[config.mk]
export PLATFORM = sky130hd
export DESIGN_NAME = rgb565_grayscale_multi_ise
export DESIGN_NICKNAME = d
export VERILOG_FILES = /design/src/rtl/rgb565_grayscale_pkg.sv /design/src/rtl/rgb565_to_gray_pixel.sv /design/src/rtl/rgb565_grayscale_multi_ise.sv
export SDC_FILE = /design/constraint.sdc
export NUM_CORES = 1
export LEC_CHECK = 0
export CAP_MARGIN = 40
export CELL_PAD_IN_SITES_DETAIL_PLACEMENT = 1
export CELL_PAD_IN_SITES_GLOBAL_PLACEMENT = 2
export CORE_UTILIZATION = 39
export CTS_BUF_LIST = sky130_fd_sc_hd__clkbuf_2
export CTS_CLUSTER_DIAMETER = 30
export DETAILED_ROUTE_END_ITERATION = 8
export PLACE_DENSITY = 0.95
export SLEW_MARGIN = 5
export SYNTH_ARGS = -nofsm -noshare
export SYNTH_HDL_FRONTEND = slang
export SYNTH_SLANG_ARGS = --single-unit
[constraint.sdc]
create_clock -name clock -period 20.2 [get_ports clock]
set_input_delay 2.02 -clock clock [delete_from_list [all_inputs] [get_ports clock]]
set_output_delay 2.02 -clock clock [all_outputs]
set_load 0.05 [all_outputs]
[src/rtl/rgb565_grayscale_pkg.sv]
// Shared types and constants for the RGB565 luminance custom-instruction unit.
package rgb565_grayscale_pkg;

    typedef enum logic [1:0] {
        S_IDLE,
        S_BUSY,
        S_DONE
    } state_t;

    localparam logic [1:0] MODE_GRAY   = 2'd0;
    localparam logic [1:0] MODE_THRESH = 2'd1;
    localparam logic [1:0] MODE_INVERT = 2'd2;

    localparam logic [15:0] W_R = 16'd54;
    localparam logic [15:0] W_G = 16'd183;
    localparam logic [15:0] W_B = 16'd19;

    localparam int LANE_W = 8;

endpackage

[src/rtl/rgb565_to_gray_pixel.sv]
// One RGB565 pixel to an 8-bit lane: luminance, then the selected output mode.
module rgb565_to_gray_pixel
    import rgb565_grayscale_pkg::*;
(
    input  logic [15:0]       pixel_i,
    input  logic [1:0]        mode_i,
    input  logic [LANE_W-1:0] threshold_i,
    output logic [LANE_W-1:0] gray_o
);

    logic [7:0]  r8;
    logic [7:0]  g8;
    logic [7:0]  b8;
    logic [15:0] sum;
    logic [7:0]  gray;

    assign r8 = {pixel_i[15:11], pixel_i[15:13]};
    assign g8 = {pixel_i[10:5], pixel_i[10:9]};
    assign b8 = {pixel_i[4:0], pixel_i[4:2]};

    // Weights sum to 256, so the 16-bit sum never overflows.
    assign sum = W_R * {8'd0, r8}
               + W_G * {8'd0, g8}
               + W_B * {8'd0, b8};

    assign gray = 8'(sum >> 8);

    always_comb begin
        gray_o = gray;
        unique case (1'b1)
            (mode_i == MODE_THRESH):
                gray_o = (gray >= threshold_i) ? 8'hFF : 8'h00;
            (mode_i == MODE_INVERT):
                gray_o = 8'hFF - gray;
            default:
                gray_o = gray;
        endcase
    end

endmodule

[src/rtl/rgb565_grayscale_multi_ise.sv]
// Custom-instruction unit: four RGB565 pixels in, four packed luminance bytes out.
module rgb565_grayscale_multi_ise
    import rgb565_grayscale_pkg::*;
#(
    parameter logic [7:0] customInstructionId = 8'd13,
    parameter int         PIXELS_PER_CYCLE    = 1,
    parameter logic [7:0] DEFAULT_THRESHOLD   = 8'd128
) (
    input  logic        clock,
    input  logic        reset_n,
    input  logic        start,
    input  logic [7:0]  iseId,
    input  logic [31:0] valueA,
    input  logic [31:0] valueB,
    output logic        done,
    output logic [31:0] result
);

    localparam int PPC   = PIXELS_PER_CYCLE;
    localparam int STEPS = (PPC == 1) ? 4 : (PPC == 2) ? 2 : 1;
    localparam int LW    = LANE_W * PPC;
    localparam int PW    = 16 * PPC;

    localparam logic [7:0] CFG_ID   = customInstructionId + 8'd1;
    localparam logic [1:0] LAST_CNT = 2'(STEPS - 1);

    if (PPC != 1 && PPC != 2 && PPC != 4) begin : g_bad_ppc
        $error("PIXELS_PER_CYCLE must be 1, 2 or 4");
    end

    state_t      state_q, state_d;
    logic [63:0] pix_q, pix_d;
    logic [31:0] res_q, res_d;
    logic [1:0]  cnt_q, cnt_d;
    logic [1:0]  mode_q, mode_d;
    logic [7:0]  thr_q, thr_d;

    logic [LW-1:0]    lanes;
    logic [32+LW-1:0] shifted;

    // Lowest pending pixels always sit at the bottom of pix_q.
    for (genvar k = 0; k < PPC; k++) begin : g_pix
        rgb565_to_gray_pixel u_pix (
            .pixel_i     (pix_q[16*k +: 16]),
            .mode_i      (mode_q),
            .threshold_i (thr_q),
            .gray_o      (lanes[LANE_W*k +: LANE_W])
        );
    end

    // New lanes enter at the top; after the last step pixel0 lands in byte 0.
    assign shifted = {lanes, res_q};

    always_comb begin
        state_d = state_q;
        pix_d   = pix_q;
        res_d   = res_q;
        cnt_d   = cnt_q;
        mode_d  = mode_q;
        thr_d   = thr_q;
        case (state_q)
            S_IDLE: begin
                if (start && iseId == customInstructionId) begin
                    pix_d   = {valueB, valueA};
                    cnt_d   = LAST_CNT;
                    state_d = S_BUSY;
                end else if (start && iseId == CFG_ID) begin
                    res_d   = {16'd0, thr_q, 6'd0, mode_q};
                    mode_d  = valueA[1:0];
                    thr_d   = valueA[15:8];
                    state_d = S_DONE;
                end
            end
            S_BUSY: begin
                pix_d = pix_q >> PW;
                res_d = 32'(shifted >> LW);
                cnt_d = cnt_q - 2'd1;
                if (cnt_q == 2'd0) begin
                    state_d = S_DONE;
                end
            end
            S_DONE:  state_d = S_IDLE;
            default: state_d = S_IDLE;
        endcase
    end

    always_ff @(posedge clock or negedge reset_n) begin
        if (!reset_n) begin
            state_q <= S_IDLE;
            pix_q   <= '0;
            res_q   <= '0;
            cnt_q   <= '0;
            mode_q  <= MODE_GRAY;
            thr_q   <= DEFAULT_THRESHOLD;
        end else begin
            state_q <= state_d;
            pix_q   <= pix_d;
            res_q   <= res_d;
            cnt_q   <= cnt_d;
            mode_q  <= mode_d;
            thr_q   <= thr_d;
        end
    end

    assign done   = (state_q == S_DONE);
    assign result = done ? res_q : 32'd0;

endmodule

Yosys cells after proc, flatten, opt, wreduce, memory -nomap -nowiden
Cells that the tools add are included.
{"block": "totals", "regBits": 110, "word_cells": 49, "out_inout_bits": 33, "input_bits": 75}
{"block": "op_classes", "order_cmp": 1, "add_sub_neg": 4, "n_eq_ne": 11, "reduce_logical": 9, "mul": 3, "bitwise": 1, "n_mux": 14}
{"op": "case mux 64 bit (2 select lines)", "n": 1}
{"op": "two-way mux 32 bit", "n": 3}
{"op": "two-way mux 64 bit", "n": 1}
{"op": "case mux 32 bit (2 select lines)", "n": 1}
{"op": "multiplier 5 x 8 -> 13 bit, first input constant", "n": 2}
{"op": "adder 14 x 16 -> 16 bit", "n": 1}
{"op": "adder 16 x 13 -> 16 bit", "n": 1}
{"op": "equality test 8 x 4 -> 1 bit, second input constant", "n": 2}
{"op": "multiplier 8 x 8 -> 16 bit, first input constant", "n": 1}
{"op": "case mux 8 bit (2 select lines)", "n": 1}
{"op": "greater-or-equal comparator 8 bit", "n": 1}
{"op": "two-way mux 2 bit", "n": 4}
{"op": "two-way mux 8 bit", "n": 1}
{"op": "!= test 2 bit, second input constant", "n": 4}
{"op": "case mux 2 bit (2 select lines)", "n": 2}
{"op": "subtractor 8 bit, first input constant", "n": 1}
{"op": "AND reduction 3 bit", "n": 2}
{"op": "equality test 2 x 1 -> 1 bit, second input constant", "n": 2}
{"op": "equality test 2 bit, second input constant", "n": 2}
{"op": "zero test 2 bit", "n": 2}
{"op": "AND reduction 2 bit", "n": 2}
{"op": "!= test 3 bit, second input constant", "n": 1}
{"op": "logical AND 1 bit", "n": 2}
{"op": "nonzero test 2 bit", "n": 1}
{"op": "other kinds (2)", "n": 2}

Depth between registers and ports, before layout
{"block": "logic_depth", "ltp_word": 7, "mapped_depth": 30, "depth_no_buf": 30}

Hierarchy
A second synthesis with hierarchy kept.
{"block": "hier_totals", "cells_unflattened": 828, "area_unflattened_um2": 8754.6}
{"module": "rgb565_grayscale_multi_ise", "n_inst": 1, "cells_per_inst": 398, "area_per_inst_um2": 4898.4}
{"module": "rgb565_to_gray_pixel", "n_inst": 1, "cells_per_inst": 430, "area_per_inst_um2": 3856.2}

Least setup slack after synthesis
No wires, ideal clock.
{"block": "synth_path", "kind": "reg2reg", "start": "register pix_q[9]", "end": "register res_q[30]", "path_stages_with_launch": 26, "setup_ns": 0.121, "path_slack_ns": 13.667, "t_arrival_ns": 6.412, "required_ns": 20.079, "period_less_slack_ns": 6.533, "cell_sequence": "dfrtp_1 -> fa_1 -> inv_1 -> fa_1 -> inv_1 -> fa_1 -> fa_1 -> fa_1 -> inv_1 -> fa_1 -> inv_1 -> ha_1 -> o21ai_0 -> nor2_1 -> o41ai_2 -> a211o_2 -> xnor2_1 -> inv_1 -> ha_1 -> a21o_1 -> a21o_1 -> a21oi_1 -> o21ai_0 -> a21o_1 -> o21bai_1 -> a22o_1"}
{"block": "synth_via", "elab_chain_cells": 7, "word_cells_on_any_way": 8, "classes_between": "3 x add/sub; 1 x mul; 1 x order compare; 3 x mux"}
{"element": "start: declaration", "line_no": "rgb565_grayscale_multi_ise.sv:32", "rtl": "logic [63:0] pix_q, pix_d;"}
{"element": "start signal: assignment", "line_no": "rgb565_grayscale_multi_ise.sv:97", "rtl": "pix_q <= pix_d;"}
{"element": "multiplier 8 x 8 -> 16 bit (*)", "line_no": "rgb565_to_gray_pixel.sv:23", "rtl": "+ W_G * {8'd0, g8}"}
{"element": "adder 14 x 16 -> 16 bit (*)", "line_no": "rgb565_to_gray_pixel.sv:23"}
{"element": "adder 16 x 13 -> 16 bit (*)", "line_no": "rgb565_to_gray_pixel.sv:24", "rtl": "+ W_B * {8'd0, b8};"}
{"element": "greater-or-equal comparator 8 bit", "line_no": "rgb565_to_gray_pixel.sv:32", "rtl": "gray_o = (gray >= threshold_i) ? 8'hFF : 8'h00;"}
{"element": "two-way mux 8 bit", "line_no": "rgb565_to_gray_pixel.sv:32"}
{"element": "case mux 8 bit (2 select lines) (*)", "line_no": "rgb565_to_gray_pixel.sv:30", "rtl": "unique case (1'b1)"}
{"element": "case mux 32 bit (2 select lines) (*)", "line_no": "rgb565_grayscale_multi_ise.sv:61", "rtl": "case (state_q)"}
{"element": "end signal: assignment", "line_no": "rgb565_grayscale_multi_ise.sv:98", "rtl": "res_q <= res_d;"}
{"element": "end: declaration", "line_no": "rgb565_grayscale_multi_ise.sv:33", "rtl": "logic [31:0] res_q, res_d;"}
Mark *: on every way between the ends. The rest lies on a longest branch, timed or not.
A chain may end at the register's enable or synchronous reset.

Worst setup path after layout
{"block": "layout_path", "start": "register pix_q[9]", "end": "register res_q[25]"}
The elaborated chain is that of the path after synthesis.

==> results.txt <==
----------------------------------------------------
[Setup path]
  Critical path's most frequent cell ... sky130_fd_sc_hd__fa_1
  Max FO, Critical Path ... 9
  Destination of the worst register-to-register timing path ... res_q[25]$_DFFE_PN0P_
  Source of the worst register-to-register timing path ... pix_q[9]$_DFFE_PN0P_
  Slowest CP cell ... sky130_fd_sc_hd__dfrtp_1
  Critical path class ... reg -> reg
  CP Data Arrival Time ... 7.52 ns
  CP Data Required Time ... 20.76 ns
  Length in cells of the worst reg-to-reg path ... 25
  Nature of the critical path endpoint ... register
  Worst setup path endpoint ... res_q[25]$_DFFE_PN0P_
  Launching element type of the critical path ... register
  Number of buffers and inverters on the critical path ... 5
  Launch point of the critical path ... pix_q[9]$_DFFE_PN0P_
  WP depth ... 25
  CP delay by family, top ... adder cells
  Worst-case register-to-register setup slack ... 13.24 ns
  Maximum cell stage delay along the critical path ... 0.58 ns

[Timing]
  Final setup violation count ... 0
  Setup repair after global routing missed its margin ... no
  Time the final worst path needs with I/O delays and setup ... 6.962 ns
  Transition at the pin with the smallest max-transition slack ... 0.8879 ns
  Share of the clock period used by the worst path ... 0.3447
  Max Clock Skew ... 0.05023 ns
  Final TNS setup ... 0 ns
  Maximum achievable frequency ... 0.1436 GHz
  Relative slew slack ... 0.4081
  Number of max-slew violations in the final report ... 0
  Final hold viol count ... 0

[Synth]
  Fraction of registers with async set or reset after synthesis ... 1.000
  Top cell type by total area after synthesis ... sky130_fd_sc_hd__dfrtp_1
  Sequential area share after synthesis ... 0.3303
  Number of standard cells after synthesis ... 893
  Total nets after synthesis ... 1120
  Yosys synthesis warning count ... 0
  Largest cells by area after synthesis ... sky130_fd_sc_hd__dfrtp_1 33%, sky130_fd_sc_hd__fa_1 15%, sky130_fd_sc_hd__ha_1 13%, sky130_fd_sc_hd__inv_1 6.8%, sky130_fd_sc_hd__nand2_1 5.3%
  Fraction of post-synthesis cell area in the top cell type by area ... 0.3271
  Most used flip-flop cell after synthesis ... sky130_fd_sc_hd__dfrtp_1
  Number of enable flip-flop cells after synthesis ... 0
  Distinct cells, synth ... 47
  Register bit total from synthesis ... 110
  Mapped Area ... 8338 um2
  Post-Synthesis Mean Instance Area ... 9.337 um2

[Detailed routing]
  Avg WL per Cell ... 16.19 um
  Initial DRC Count ... 220
  Antenna viol nets, final ... 0
  Average via count per standard cell ... 5.012
  DRC Markers ... 0
  Via count of the routed design ... 6315
  TritonRoute pass-1 iters ... 5
  Final wirelength ... 20390 um

[GRT]
  First-pass GRT wire length ... 34420 um
  Global-route total usage across every layer ... 0.1997
  Antenna violations before repair ... 1
  GR Overflow Total ... 0
  Number of global-route vias before repair ... 6921
  Pin count of the biggest net entering global routing ... 97

[Floorplan]
  Die Y ... 148.2 um
  Die footprint ... 21970 um2
  Io pins ... 108
  Number of cell rows ... 53
  Die width ... 148.2 um
  Initial Util ... 0.3966
  Placeable core region ... 21020 um2

[Outcome]
  Outcome ... complete, no violations

[Clock tree]
  Clock insertion delay at the later pin of the skew report ... 0.66 ns
  CTS resizes ... 0
  Cts bufs inserted ... 9
  Number of buffers inserted by hold repair at cts ... 0
  Post-CTS Setup Repair Bufs ... 0
  TritonCTS sink count ... 110
  CTS root buf ... sky130_fd_sc_hd__clkbuf_2
  Maximum level of the CTS H-tree ... 3
  Clock slew at reported path FFs ... 0.28 ns
  Maximum root-to-sink buffer count ... 2
  CTS tree ... yes

[Cells and area]
  Fill count ... 2416
  Number of nets in the layout ... 1207
  Layout cells sized above 1 ... 0.05081
  Area added between synthesis and finish ... 17.90%

[Place]
  Placed wire-length estimate ... 16610 um
  Placer's final routability congestion estimate ... 0.8416
  Buffers added on ports ... 107

[Min path]
  Hold/Removal Path Class ... reg -> reg

[Flow run]
  Max-cap check violation count ... 0

----------------------------------------------------
==> sequential cells by signal (all words and copies together) (netlist names) <==
name / count
res_q: 32
cnt_q: 2
state_q: 2
mode_q: 2
pix_q: 64
thr_q: 8
==> cells by family (layout without fill, tap and decap cells) <==
family	count (synthesis)	after routing	synth area share
mux	12	12	0.01591
buf+inv	190	281	0.08658
compound gates	161	161	0.1304
xor+xnor	16	16	0.01771
other cells	0	1	0
flops	110	110	0.3303
simple gates	252	252	0.1343
fa+ha+maj	152	152	0.2848
==> layer usage <==
layer | share of wire | vias up | GRT usage
met5 | 0 | - | 0
met4 | 0.017 | 0 | 0.06082
met3 | 0.030 | 21 | 0.03160
met2 | 0.51 | 92 | 0.3507
met1 | 0.45 | 3142 | 0.2514
li1 | - | 3060 | -
==> cell usage in the layout, fill, tap and decap left out, types with 10 or more instances in the layout <==
| cell | n |
|---|---|
| sky130_fd_sc_hd__and2_1 | 34 |
| sky130_fd_sc_hd__nand2_1 | 118 |
| sky130_fd_sc_hd__mux2_2 | 10 |
| sky130_fd_sc_hd__inv_1 | 152 |
| sky130_fd_sc_hd__a31oi_1 | 50 |
| sky130_fd_sc_hd__ha_1 | 89 |
| sky130_fd_sc_hd__nor2_1 | 67 |
| sky130_fd_sc_hd__a21oi_1 | 25 |
| sky130_fd_sc_hd__clkdlybuf4s50_1 | 106 |
| sky130_fd_sc_hd__fa_1 | 63 |
| sky130_fd_sc_hd__dfrtp_1 | 109 |
| sky130_fd_sc_hd__o21ai_0 | 28 |
| sky130_fd_sc_hd__a22o_1 | 31 |
==> synth_stat cells (25+ instances only) <==
master,n
sky130_fd_sc_hd__clkbuf_1,31
sky130_fd_sc_hd__a31oi_1,50
sky130_fd_sc_hd__inv_1,152
sky130_fd_sc_hd__ha_1,89
sky130_fd_sc_hd__o21ai_0,28
sky130_fd_sc_hd__a21oi_1,25
sky130_fd_sc_hd__and2_1,34
sky130_fd_sc_hd__fa_1,63
sky130_fd_sc_hd__nor2_1,68
sky130_fd_sc_hd__nand2_1,118
sky130_fd_sc_hd__a22o_1,31
sky130_fd_sc_hd__dfrtp_1,109
==> worst min path at each step <==
| stage | from | end | slack [ns] | cells past startpoint |
|---|---|---|---|---|
| 6_report | res_q[0]$_DFFE_PN0P_ | res_q[0]$_DFFE_PN0P_ | 0.53 | 2 |
| 5_1_grt | res_q[4]$_DFFE_PN0P_ | res_q[4]$_DFFE_PN0P_ | 0.55 | 1 |
| 4_1_cts | res_q[0]$_DFFE_PN0P_ | res_q[0]$_DFFE_PN0P_ | 0.54 | 2 |
| 3_5_place_dp | res_q[5]$_DFFE_PN0P_ | res_q[5]$_DFFE_PN0P_ | 0.48 | 1 |
| 3_3_place_gp | res_q[1]$_DFFE_PN0P_ | res_q[1]$_DFFE_PN0P_ | 0.46 | 2 |
| 2_1_floorplan | res_q[0]$_DFFE_PN0P_ | res_q[0]$_DFFE_PN0P_ | 0.44 | 2 |
==> per-stage QoR <==
| step | util | cell area [um2] | setup slack [ns] | hold WS, ns | cells |
|---|---|---|---|---|---|
| after floorplan | - | 8338 | 13.67 | 0.4418 | 893 |
| after global placement | 0.4589 | 9647 | 13.38 | 0.4629 | 1241 |
| after detailed placement | 0.4621 | 9714 | 13.17 | 0.4793 | 1244 |
| after CTS | 0.4675 | 9828 | 13.19 | 0.5382 | 1259 |
| after global routing | 0.4677 | 9831 | 12.84 | 0.5550 | 1260 |
| final | 0.4677 | 9831 | 13.24 | 0.5329 | 1260 |
==> area by class of cell <==
cell class                      count  area (um2)  area share
Multi-Input combinational cell    593        4880      0.4964
Sequential cell                   110        2754      0.2801
Timing Repair Buffer              114        1166      0.1186
Inverter                          152       570.5     0.05804
Tap cell                          275       344.1     0.03500
Clock inverter                      6       68.82    0.007000
Clock buffer                        9       45.04    0.004582
Antenna cell                        1       2.502   0.0002546
==> worst reg2reg max path: stages (launching register included) <==
cell and delay [ns]:
sky130_fd_sc_hd__dfrtp_1 0.58, sky130_fd_sc_hd__fa_1 0.56, sky130_fd_sc_hd__inv_1 0.06, sky130_fd_sc_hd__fa_1 0.50, sky130_fd_sc_hd__inv_1 0.06, sky130_fd_sc_hd__fa_1 0.50, sky130_fd_sc_hd__fa_1 0.52, sky130_fd_sc_hd__fa_1 0.54
sky130_fd_sc_hd__inv_1 0.05, sky130_fd_sc_hd__fa_1 0.53, sky130_fd_sc_hd__inv_1 0.04, sky130_fd_sc_hd__ha_1 0.31, sky130_fd_sc_hd__o21ai_0 0.19, sky130_fd_sc_hd__nor2_1 0.09, sky130_fd_sc_hd__o41ai_2 0.38, sky130_fd_sc_hd__a211o_2 0.26
sky130_fd_sc_hd__xnor2_1 0.16, sky130_fd_sc_hd__inv_1 0.09, sky130_fd_sc_hd__ha_1 0.30, sky130_fd_sc_hd__a21o_1 0.18, sky130_fd_sc_hd__a21o_1 0.17, sky130_fd_sc_hd__a21oi_1 0.13, sky130_fd_sc_hd__o21ai_0 0.10, sky130_fd_sc_hd__a21o_1 0.27
sky130_fd_sc_hd__o221ai_1 0.25, sky130_fd_sc_hd__nand2_1 0.10
Power is not shown: default switching activity piles up to over one toggle a cycle in this logic, so the estimate is an artifact.
